[config.mk]
export PLATFORM = sky130hd
export DESIGN_NAME = fp_addsub_pipe_sched
export DESIGN_NICKNAME = d
export VERILOG_FILES = /design/src/rtl/fp_addsub_pkg.sv /design/src/rtl/fp_addsub_pipe_sched_rr_arbiter.sv /design/src/rtl/fp_addsub_pipe_sched.sv
export SDC_FILE = /design/constraint.sdc
export NUM_CORES = 1
export LEC_CHECK = 0
export CAP_MARGIN = 0
export CORE_AREA = 8 8 45 47
export CTS_CLUSTER_SIZE = 20
export DETAILED_ROUTE_END_ITERATION = 6
export DIE_AREA = 0 0 53 55
export PLACE_DENSITY_LB_ADDON = 0.08
export RECOVER_POWER = 100
export SYNTH_ARGS = -nofsm -noshare
export SYNTH_HDL_FRONTEND = slang
export SYNTH_SLANG_ARGS = --single-unit
export TNS_END_PERCENT = 50
[constraint.sdc]
create_clock -name Clk -period 2.14 [get_ports Clk]
set_clock_uncertainty 0.15 [all_clocks]
set_input_delay 0.428 -clock Clk [delete_from_list [all_inputs] [get_ports Clk]]
set_output_delay 0.428 -clock Clk [all_outputs]
set_load 0.005 [all_outputs]
[src/rtl/fp_addsub_pkg.sv]
// Shared constants and stage-status type for the FP add/sub pipeline and its scheduler.
package fp_addsub_pkg;

   localparam int unsigned NUM_STAGES = 4;
   localparam int unsigned NUM_REQ    = 2;
   localparam int unsigned ID_W       = 1;

   typedef struct packed {
      logic            valid;
      logic [ID_W-1:0] id;
   } stage_status_t;

endpackage

[src/rtl/fp_addsub_pipe_sched_rr_arbiter.sv]
// Round-robin arbiter: scans from the pointer upward, pointer moves past the winner on Accept.
module rr_arbiter #(
   parameter int unsigned NumReq  = 2,
   parameter int unsigned IdWidth = $clog2(NumReq)
) (
   input  logic               Clk,
   input  logic               Reset,
   input  logic [NumReq-1:0]  ReqValid,
   input  logic               Enable,
   input  logic               Accept,
   output logic [NumReq-1:0]  Grant,
   output logic [IdWidth-1:0] GrantIdx
);

   logic [IdWidth-1:0] ptr_q, ptr_d;
   logic [IdWidth-1:0] cand;
   logic               found;

   always_comb begin
      found    = 1'b0;
      cand     = '0;
      GrantIdx = '0;
      for (int unsigned o = 0; o < NumReq; o++) begin
         cand = IdWidth'((32'(ptr_q) + o) % NumReq);
         if (!found && ReqValid[cand]) begin
            found    = 1'b1;
            GrantIdx = cand;
         end
      end
      Grant = (found && Enable) ? (NumReq'(1) << GrantIdx) : '0;
      ptr_d = Accept ? IdWidth'((32'(GrantIdx) + 1) % NumReq) : ptr_q;
   end

   always_ff @(posedge Clk) begin
      if (Reset) begin
         ptr_q <= '0;
      end else begin
         ptr_q <= ptr_d;
      end
   end

endmodule

[src/rtl/fp_addsub_pipe_sched.sv]
// Issue scheduler for the pipelined FP add/sub unit: arbitration, per-stage load enables,
// valid/ID tracking and result routing back to the originating requester.
module fp_addsub_pipe_sched
   import fp_addsub_pkg::*;
#(
   parameter int unsigned NumStages = NUM_STAGES,
   parameter int unsigned NumReq    = NUM_REQ,
   parameter int unsigned IdWidth   = ID_W
) (
   input  logic                 Clk,
   input  logic                 Reset,
   input  logic                 Flush,
   input  logic [NumReq-1:0]    ReqValid,
   output logic [NumReq-1:0]    ReqReady,
   output logic [IdWidth-1:0]   IssueId,
   output logic [NumStages-1:0] StageEn,
   output logic [NumStages-1:0] StageValid,
   output logic [NumReq-1:0]    RespValid,
   input  logic [NumReq-1:0]    RespReady,
   output logic [IdWidth-1:0]   RespId,
   output logic                 Busy
);

   logic [NumStages-1:0] valid_q, valid_d;
   logic [IdWidth-1:0]   id_q [NumStages];
   logic [IdWidth-1:0]   id_d [NumStages];
   logic [NumStages-1:0] adv, free, stage_en;
   logic [NumReq-1:0]    grant;
   logic [IdWidth-1:0]   winner;
   logic                 accept;

   rr_arbiter #(
      .NumReq  (NumReq),
      .IdWidth (IdWidth)
   ) u_arb (
      .Clk      (Clk),
      .Reset    (Reset),
      .ReqValid (ReqValid),
      .Enable   (free[0] & ~Flush),
      .Accept   (accept),
      .Grant    (grant),
      .GrantIdx (winner)
   );

   // Advance/free resolved from the output end so a taken result lets the whole pipe shift.
   always_comb begin
      adv              = '0;
      free             = '0;
      adv[NumStages-1]  = valid_q[NumStages-1] & RespReady[id_q[NumStages-1]];
      free[NumStages-1] = ~valid_q[NumStages-1] | adv[NumStages-1];
      for (int i = NumStages - 2; i >= 0; i--) begin
         adv[i]  = valid_q[i] & free[i+1];
         free[i] = ~valid_q[i] | adv[i];
      end
   end

   assign accept = |(ReqValid & grant);

   always_comb begin
      stage_en    = '0;
      stage_en[0] = accept;
      for (int i = 1; i < NumStages; i++) begin
         stage_en[i] = valid_q[i-1] & free[i] & ~Flush;
      end
      valid_d = '0;
      for (int i = 0; i < NumStages; i++) begin
         valid_d[i] = ~Flush & (stage_en[i] | (valid_q[i] & ~adv[i]));
      end
      id_d[0] = stage_en[0] ? winner : id_q[0];
      for (int i = 1; i < NumStages; i++) begin
         id_d[i] = stage_en[i] ? id_q[i-1] : id_q[i];
      end
   end

   always_ff @(posedge Clk) begin
      if (Reset) begin
         valid_q <= '0;
         for (int i = 0; i < NumStages; i++) begin
            id_q[i] <= '0;
         end
      end else begin
         valid_q <= valid_d;
         for (int i = 0; i < NumStages; i++) begin
            id_q[i] <= id_d[i];
         end
      end
   end

   assign ReqReady   = grant;
   assign IssueId    = winner;
   assign StageEn    = stage_en;
   assign StageValid = valid_q;
   assign Busy       = |valid_q;
   assign RespId     = valid_q[NumStages-1] ? id_q[NumStages-1] : '0;
   assign RespValid  = valid_q[NumStages-1] ? (NumReq'(1) << id_q[NumStages-1]) : '0;

endmodule
==> flow_metrics.tcl, run 1 <==
set metrics [dict create \
    status "finished, final reports clean" \
    num-nets-final 102 \
    vias 526 \
    fin_ws_ps 77.58 \
    drt-total-wl_mm 1.304 \
    grt_setup_unrepaired "false" \
    root_buffer "clkbuf_4" \
    startpoint_type "flip-flop" \
    rrSetupSlack_ps 560 \
    relSlewSlack 0.8022 \
    setup_viol 0 \
    wire_per_inst_um 11.85 \
    synth_seq_cells 9 \
    drive_gt1_frac 0.3723 \
    hold_end "id_q[0][1]" \
    clockPowerShare 0.344 \
    p_leak_nw 0.3896 \
    cts.sinks 9 \
    cts-buffers-inserted 3 \
    antenna_found_initial 0 \
    holdPathStages 2 \
    die_area_sq_um 2915 \
    vdd_drop_max_uv 261.9 \
    drtAntennaViolNets 0 \
    final.min_clock_period_ps 2062 \
    grt_use_total 0.09200 \
    syn_nets 58 \
    reg2reg_to "id_q[0][2]" \
    drc 0 \
    syn_area_sq_um 496.7 \
    area_growth_pct 79.85 \
    cts_tree "built" \
    r2r_cells 5 \
    diodes 0 \
    globalRoute.totalOverflow 0 \
    die_w_um 53 \
    io_buffers 21 \
    die_y_um 55 \
    viasPerCell 4.782 \
    fp-row-count 14 \
    crit_arrival_ps 1480 \
    utilization 0.6456 \
    max-clock-path-buffers 2 \
    io_pins 22 \
    fillers 136 \
    clkTransAtPathRegs_ps 60 \
    fmax_mhz 484.9 \
    gp_congestion 0.7278 \
    dpl.hpwl_mm 1.046 \
    p_seq_frac 0.454 \
    end_kind "output port" \
    combPwrFrac 0.202 \
    pre_cts_slack_ps -429.9 \
    max_cap_viol_count 0 \
    synth.yosys.warnings 0 \
    crit_fanout 8 \
    synthCells 51 \
    p_per_area_nw_per_um2 428.7 \
    hold_start "id_q[0][1]" \
    cp_data_required_time_ps 1560 \
    setup_tns_ps 0 \
    layout_common_cells "17 x buf_4, 8 x dfxtp_1, 7 x dlygate4sd2_1" \
    yosysSeqAreaShare 0.3627 \
    clkLatencyLatePin_ps 270 \
    hold_ws_ps 322.1 \
    p_sw_w 0.00009352 \
    drtIter0Drc 4 \
    synth_area_per_cell_sq_um 9.740 \
    hold_violations 0 \
    initial_core_util 0.3590 \
    r2r_start "id_q[0][3]" \
    grt_pass1_wl_mm 1.945 \
    mostFrequentLayoutCell "buf_4" \
    slew_violations 0 \
    hp-class "reg2reg" \
    htree_num_levels 1 \
    swShare 0.2442 \
    grt_max_degree 10 \
    grt_pass1_vias 486 \
    core_area_sq_um 1384 \
    dr.pass1.iters 2 \
    worst_pin_slew_ps 290.6 \
    finalCritPeriodShare 0.9637 \
    crit_type "reg2out" \
    yosysUniqueCellTypes 24 \
    internal_power_w 0.0002895 \
]
critical path, cell delays in order (launching register included):
cell and delay, ps:
dfxtp_1 300, buf_4 160, or4_1 480, dlygate4sd2_1 280
synth_stat cells:
cell type / n / area share
a211o_1: 1 / 0.018
a211oi_1: 1 / 0.015
a211oi_4: 1 / 0.040
a21oi_1: 3 / 0.030
a311oi_4: 1 / 0.053
a31oi_1: 1 / 0.013
a41oi_1: 2 / 0.035
and2_2: 2 / 0.030
and2b_2: 1 / 0.018
and4_1: 1 / 0.018
buf_2: 1 / 0.010
buf_4: 3 / 0.045
dfxtp_1: 9 / 0.36
inv_1: 4 / 0.030
mux2i_1: 3 / 0.060
mux2i_4: 1 / 0.045
nand2_1: 5 / 0.038
nand2b_1: 2 / 0.025
nor2_1: 2 / 0.015
nor2b_1: 1 / 0.013
nor3_1: 3 / 0.030
o221a_2: 1 / 0.023
o32ai_1: 1 / 0.018
or4_1: 1 / 0.015
through the flow:
step / cells / power [W] / cell area [sq um]
2_1_floorplan: 51 / 0.0002072 / 496.7
3_3_place_gp: 101 / 0.0002549 / 827.0
3_5_place_dp: 101 / 0.0002557 / 827.0
4_1_cts: 109 / 0.0003886 / 883.3
5_1_grt: 110 / 0.0004059 / 893.4
6_report: 110 / 0.0003830 / 893.4
per-layer routing:
layer  track usage  up-vias  share of wire
li1              -      269              -
met1       0.09633      235           0.41
met2        0.1465       17           0.48
met3       0.03209        5          0.081
met4       0.07759        0          0.031
met5             0        -              0
kinds of logic after synthesis:
family,count (synthesis),synth area share
muxes,4,0.1058
AOI/OAI and AO/OA,12,0.2444
buffers and inverters,8,0.08562
DFF,9,0.3627
and+or+nand+nor,18,0.2015
timing repair:
item,4_1_cts,5_1_grt
pin swaps,3,2
setup buffers,4,1
resized for setup,21,5
hold buffers,0,0
setup endpoints to repair,8,4
layout make-up:
cell class	instances	area [sq um]	share of cell area
multi-input combinational	34	287.8	0.3221
tap	16	20.02	0.02241
inverter	4	15.01	0.01681
clock buffer	4	26.28	0.02941
sequential	9	181.4	0.2031
timing repair buffer	43	362.8	0.4062
sequential cells by signal (all words and copies together) (netlist names):
register / count
StageValid: 4
u_arb.ptr_q: 1
id_q: 4
worst max-delay path by stage:
stage,start,endpoint,slack [ps],cells past startpoint
final,StageValid[2],Busy,80,3
after global routing,id_q[0][3],ReqReady[0],30,4
after CTS,ReqValid[0],ReqReady[0],-40,5
after detailed placement,RespReady[1],ReqReady[0],-430,5
after global placement,RespReady[1],ReqReady[0],-410,5
after floorplan,StageValid[3],ReqReady[0],460,4
power groups by stage:
| stage | registers (W) | logic (W) | clock network [W] |
|---|---|---|---|
| 6_report | 0.000174 | 0.0000775 | 0.000132 |
| 3_3_place_gp | 0.000177 | 0.0000774 | 0 |
| 5_1_grt | 0.000174 | 0.0000837 | 0.000148 |
| 4_1_cts | 0.000174 | 0.0000777 | 0.000137 |
| 2_1_floorplan | 0.000178 | 0.0000288 | 0 |
| 3_5_place_dp | 0.000178 | 0.0000780 | 0 |
Power figures use the tool's default switching activity.
==> inputs of run 2 (changes only) <==
--- a/config.mk
+++ b/config.mk
@@ -7,7 +7,7 @@
 export LEC_CHECK = 0
 export CAP_MARGIN = 0
 export CORE_AREA = 8 8 45 47
-export CTS_CLUSTER_SIZE = 20
+export CTS_CLUSTER_SIZE = 40
 export DETAILED_ROUTE_END_ITERATION = 6
 export DIE_AREA = 0 0 53 55
 export PLACE_DENSITY_LB_ADDON = 0.08
==> constraint.sdc (replaced) <==
create_clock -name Clk -period 2 [get_ports Clk]
set_clock_uncertainty 0.15 [all_clocks]
set_input_delay 0.4 -clock Clk [delete_from_list [all_inputs] [get_ports Clk]]
set_output_delay 0.4 -clock Clk [all_outputs]
set_load 0.005 [all_outputs]
==> run 2 against run 1 <==
The flow now finishes with violations (setup timing). Die area unchanged. Wire length increased by 7.0%. Register-to-register slack got worse by 190 ps. Total power increased by 6.9%. Critical path depth increased by 2. Utilization decreased by 0.90 points. Sequential share of layout area increased by 0.43 points. Final area decreased by 1.4%. Flip-flop and latch count unchanged. Clock-buffer cell count unchanged. Largest power group unchanged.
==> flow_metrics.tcl, run 2 (synthesized netlist as in run 1, its figures left out) <==
set metrics [dict create \
    grt_setup_unrepaired "true" \
    layout_common_cells "20 x buf_4, 7 x dfxtp_1, 7 x dlygate4sd2_1" \
    num-nets-final 102 \
    core_area_sq_um 1384 \
    vdd_drop_max_uv 285.5 \
    wire_per_inst_um 12.68 \
    globalRoute.totalOverflow 0 \
    hold_buffers 0 \
    fmax_mhz 496.8 \
    place_area_sq_um 834.6 \
    p_leak_nw 0.4049 \
    drc 0 \
    crit_type "reg2out" \
    max_stage_delay_ps 340 \
    vias 529 \
    max_cap_viol_count 0 \
    fin_area_sq_um 880.8 \
    cts_tree "built" \
    clkTransAtPathRegs_ps 60 \
    drt-total-wl_mm 1.395 \
    clkLatencyLatePin_ps 260 \
    fin_ws_ps -12.93 \
    crit_chain "mux2i_4 -> buf_6 -> a211oi_4 -> nor2b_1 -> buf_2" \
    area_growth_pct 77.33 \
    cts-buffers-inserted 3 \
    die_w_um 53 \
    fp-row-count 14 \
    final.min_clock_period_ps 2013 \
    htree_num_levels 1 \
    drtIter0Drc 1 \
    status "complete, but fails checks" \
    dr.pass1.iters 2 \
    io_buffers 21 \
    initial_core_util 0.3590 \
    startpoint_type "flip-flop" \
    crit_arrival_ps 1460 \
    die_y_um 55 \
    cts.sinks 9 \
    mostFrequentLayoutCell "buf_4" \
    gp_congestion 0.7216 \
    setup_viol 1 \
    violations "setup timing" \
    p_per_area_nw_per_um2 464.6 \
    hold_violations 0 \
    hp-class "reg2reg" \
    drive_gt1_frac 0.4362 \
    root_buffer "clkbuf_4" \
    cp_slowest_cell "dfxtp_2" \
    viasPerCell 4.809 \
    hold_ws_ps 316.6 \
    worst_pin_slew_ps 271.5 \
    grt_max_degree 10 \
    die_area_sq_um 2915 \
    finalCritPeriodShare 1.006 \
    cp_data_required_time_ps 1450 \
    end_kind "output port" \
    diodes 0 \
    dpl.hpwl_mm 1.141 \
    drtAntennaViolNets 0 \
    crit_fanout 5 \
    grt_pass1_wl_mm 2.256 \
    io_pins 22 \
    grt_use_total 0.1070 \
    antenna_found_initial 0 \
    slew_violations 0 \
    relSlewSlack 0.8184 \
    max-clock-path-buffers 2 \
    grt_pass1_vias 526 \
]
## run 2: layer usage
| layer | wire length (um) | part of all wire | vias to the layer above | GRT usage |
|---|---|---|---|---|
| li1 | - | - | 271 | - |
| met1 | 533 | 0.38 | 236 | 0.1029 |
| met2 | 703 | 0.50 | 17 | 0.1875 |
| met3 | 124 | 0.089 | 5 | 0.03743 |
| met4 | 34 | 0.024 | 0 | 0.07759 |
| met5 | 0 | 0 | - | 0 |
## run 2: area by class of cell
type / count / area (sq um)
multi-input cells: 34 / 285.3
fillers: 136 / 503.0
clock buffers: 4 / 26.28
flip-flops and latches: 9 / 182.7
inverters: 4 / 15.01
repair buffers: 43 / 351.6
well taps: 16 / 20.02
## run 2: repair_timing
action,CTS,global route
pin swaps,3,3
gates resized for setup,31,5
setup endpoints to repair,11,8
buffers inserted,4,0
## run 2: power by group
| group | total (W) | internal (W) | switching [W] |
|---|---|---|---|
| Combinational | 0.0000835 | 0.0000489 | 0.0000346 |
| Sequential | 0.000186 | 0.000184 | 0.00000204 |
| Clock | 0.000140 | 0.0000768 | 0.0000628 |
## run 2: worst paths after layout
check	start	depth (start not counted)	endpoint	slack, ps
max	id_q[0][3]	5	ReqReady[0]	-10
min	id_q[0][1]	2	id_q[0][1]	320
max reg2reg	id_q[0][3]	6	u_arb.ptr_q	370
min reg2reg	id_q[0][1]	2	id_q[0][1]	320
## run 2: through the flow
| stage | instances | utilization | total power [W] | worst slack (ps) | setup TNS, ps |
|---|---|---|---|---|---|
| after detailed placement | 102 | 0.6031 | 0.0002745 | -539.9 | -3081 |
| after CTS | 110 | 0.6383 | 0.0004171 | -38.73 | -78.38 |
| after global placement | 102 | 0.6031 | 0.0002729 | -494.3 | -2952 |
| after global routing | 110 | 0.6365 | 0.0004322 | -99.45 | -107.1 |
| after floorplan | 51 | - | 0.0002217 | 343.7 | 0 |
| final | 110 | 0.6365 | 0.0004093 | -12.93 | -12.93 |
## run 2: critical path, delay by kind of cell (launching register included)
kind | cells | cell delay, ps
flip-flops | 1 | 340
AO/OA/AOI/OAI | 1 | 260
AND/OR/NAND/NOR | 1 | 150
multiplexers | 1 | 210
buffers and inverters | 2 | 250
==> inputs of run 3 (changes only) <==
--- a/config.mk
+++ b/config.mk
@@ -7,11 +7,13 @@
 export LEC_CHECK = 0
 export CAP_MARGIN = 0
 export CORE_AREA = 8 8 45 47
+export CTS_BUF_LIST = sky130_fd_sc_hd__clkbuf_8
 export CTS_CLUSTER_SIZE = 40
 export DETAILED_ROUTE_END_ITERATION = 6
 export DIE_AREA = 0 0 53 55
 export PLACE_DENSITY_LB_ADDON = 0.08
 export RECOVER_POWER = 100
+export SKIP_CTS_REPAIR_TIMING = 1
 export SYNTH_ARGS = -nofsm -noshare
 export SYNTH_HDL_FRONTEND = slang
 export SYNTH_SLANG_ARGS = --single-unit
==> run 3 against run 2 <==
The run still ends with setup timing left. Worst setup slack worse by 19 ps. Sequential power hardly changed. Critical path depth stayed put. Clock power is 46% higher. Total power is 16% higher. Worst hold slack worse by 2.2 ps. Sequential share of layout area is 1.7 points lower. Highest routed layer unchanged. Global-route usage is 0.38 points lower.
==> flow_metrics.tcl, run 3 (synthesized netlist as in run 1, its figures left out) <==
set metrics [dict create \
    startpoint_type "input pin" \
    crit_type "in2out" \
    layout_common_cells "20 x buf_4, 12 x dlymetal6s2s_1, 8 x dfxtp_1" \
    root_buffer "clkbuf_8" \
    worst_pin_slew_ps 277.6 \
    grt_max_degree 10 \
    die_w_um 53 \
    initial_core_util 0.3590 \
    io_buffers 21 \
    relSlewSlack 0.8143 \
    clkTransAtPathRegs_ps 40 \
    wire_per_inst_um 13.32 \
    fp-row-count 14 \
    setup_viol 1 \
    drt-total-wl_mm 1.479 \
    grt_pass1_wl_mm 2.173 \
    htree_num_levels 1 \
    crit_arrival_ps 1480 \
    end_kind "output port" \
    p_per_area_nw_per_um2 499.7 \
    violations "setup timing" \
    path_buf_inv 2 \
    hp-class "reg2reg" \
    dr.pass1.iters 2 \
    grt_use_total 0.1031 \
    layoutNonFillerInstCount 111 \
    grt_setup_unrepaired "true" \
    num-nets-final 103 \
    max_stage_delay_ps 470 \
    globalRoute.totalOverflow 0 \
    clkLatencyLatePin_ps 230 \
    vias 531 \
    grt_pass1_vias 525 \
    fmax_mhz 492.3 \
    crit_chain "clkdlybuf4s50_1 -> nor2_1 -> a211oi_4 -> nor2b_1 -> clkbuf_2" \
    io_pins 22 \
    place_inst 102 \
    cts.sinks 9 \
    dpl.hpwl_mm 1.141 \
    final.min_clock_period_ps 2031 \
    slew_violations 0 \
    max_cap_viol_count 0 \
    gp_congestion 0.7216 \
    drtAntennaViolNets 0 \
    die_area_sq_um 2915 \
    place_area_sq_um 834.6 \
    diodes 0 \
    core_area_sq_um 1384 \
    viasPerCell 4.784 \
    cp_slowest_cell "clkdlybuf4s50_1" \
    finalCritPeriodShare 1.016 \
    die_y_um 55 \
    crit_fanout 3 \
    cts_tree "built" \
    crit_family "buffers and inverters" \
    hold_violations 0 \
    antenna_found_initial 0 \
    area_growth_pct 91.69 \
    vdd_drop_max_uv 360.5 \
    p_leak_nw 0.5512 \
    fin_area_sq_um 952.2 \
    drc 0 \
    mostFrequentLayoutCell "buf_4" \
    fin_ws_ps -31.46 \
    max-clock-path-buffers 2 \
    status "complete, but fails checks" \
    cts-buffers-inserted 3 \
    drtIter0Drc 1 \
    cp_data_required_time_ps 1450 \
    drive_gt1_frac 0.4105 \
]
## run 3: changes by cell type in the layout (fill, tap and decap cells not counted), moves of 2 or more
cell | before | now
dlymetal6s2s_1 | 1 | 12
clkbuf_8 | 0 | 3
clkdlybuf4s15_1 | 2 | 0
dlygate4sd2_1 | 7 | 0
buf_6 | 2 | 0
buf_2 | 3 | 1
## run 3: metrics by stage
stage | hold WS, ps | setup TNS (ps) | worst slack, ps | power (W) | util
3_5_place_dp | 311.5 | -3081 | -539.9 | 0.0002745 | 0.6031
3_3_place_gp | 308.1 | -2952 | -494.3 | 0.0002729 | 0.6031
4_1_cts | 317.6 | -3412 | -541.5 | 0.0004810 | 0.6356
2_1_floorplan | 292.8 | 0 | 343.7 | 0.0002217 | -
6_report | 314.3 | -31.46 | -31.46 | 0.0004758 | 0.6881
5_1_grt | 360.8 | -122.0 | -111.7 | 0.0004993 | 0.6881
## run 3: power breakdown
part | internal, W | switching (W) | total (W)
combinational | 0.0000509 | 0.0000344 | 0.0000854
sequential | 0.000185 | 0.00000205 | 0.000187
clock | 0.000133 | 0.0000701 | 0.000204
total | 0.000369 | 0.000107 | 0.000476
## run 3: worst reg2reg max path, delay by kind of cell (launching register included)
kind | cells | cell delay [ps]
AOI/OAI and AO/OA | 1 | 210
buffers and inverters | 4 | 520
DFF | 1 | 330
muxes | 2 | 370
## run 3: final timing paths
check	startpoint	to	slack (ps)	cells past startpoint
worst min register to register	id_q[0][1]	id_q[0][1]	310	2
worst max register to register	id_q[0][3]	id_q[0][2]	340	7
worst min-delay path	id_q[0][1]	id_q[0][1]	310	2
worst max-delay path	ReqValid[1]	ReqReady[0]	-30	5
## run 3: per-layer routing
layer | vias up | track usage | wire [um]
li1 | 272 | - | -
met1 | 239 | 0.1045 | 592
met2 | 16 | 0.1738 | 758
met3 | 4 | 0.03476 | 100
met4 | 0 | 0.07759 | 27
met5 | - | 0 | 0
## run 3: cell type report
type | count | area [sq um]
timing repair buffer | 44 | 405.4
multi-input combinational | 34 | 285.3
clock inverter | 1 | 3.754
sequential | 9 | 181.4
fill | 121 | 431.7
tap | 16 | 20.02
inverter | 4 | 15.01
clock buffer | 3 | 41.29
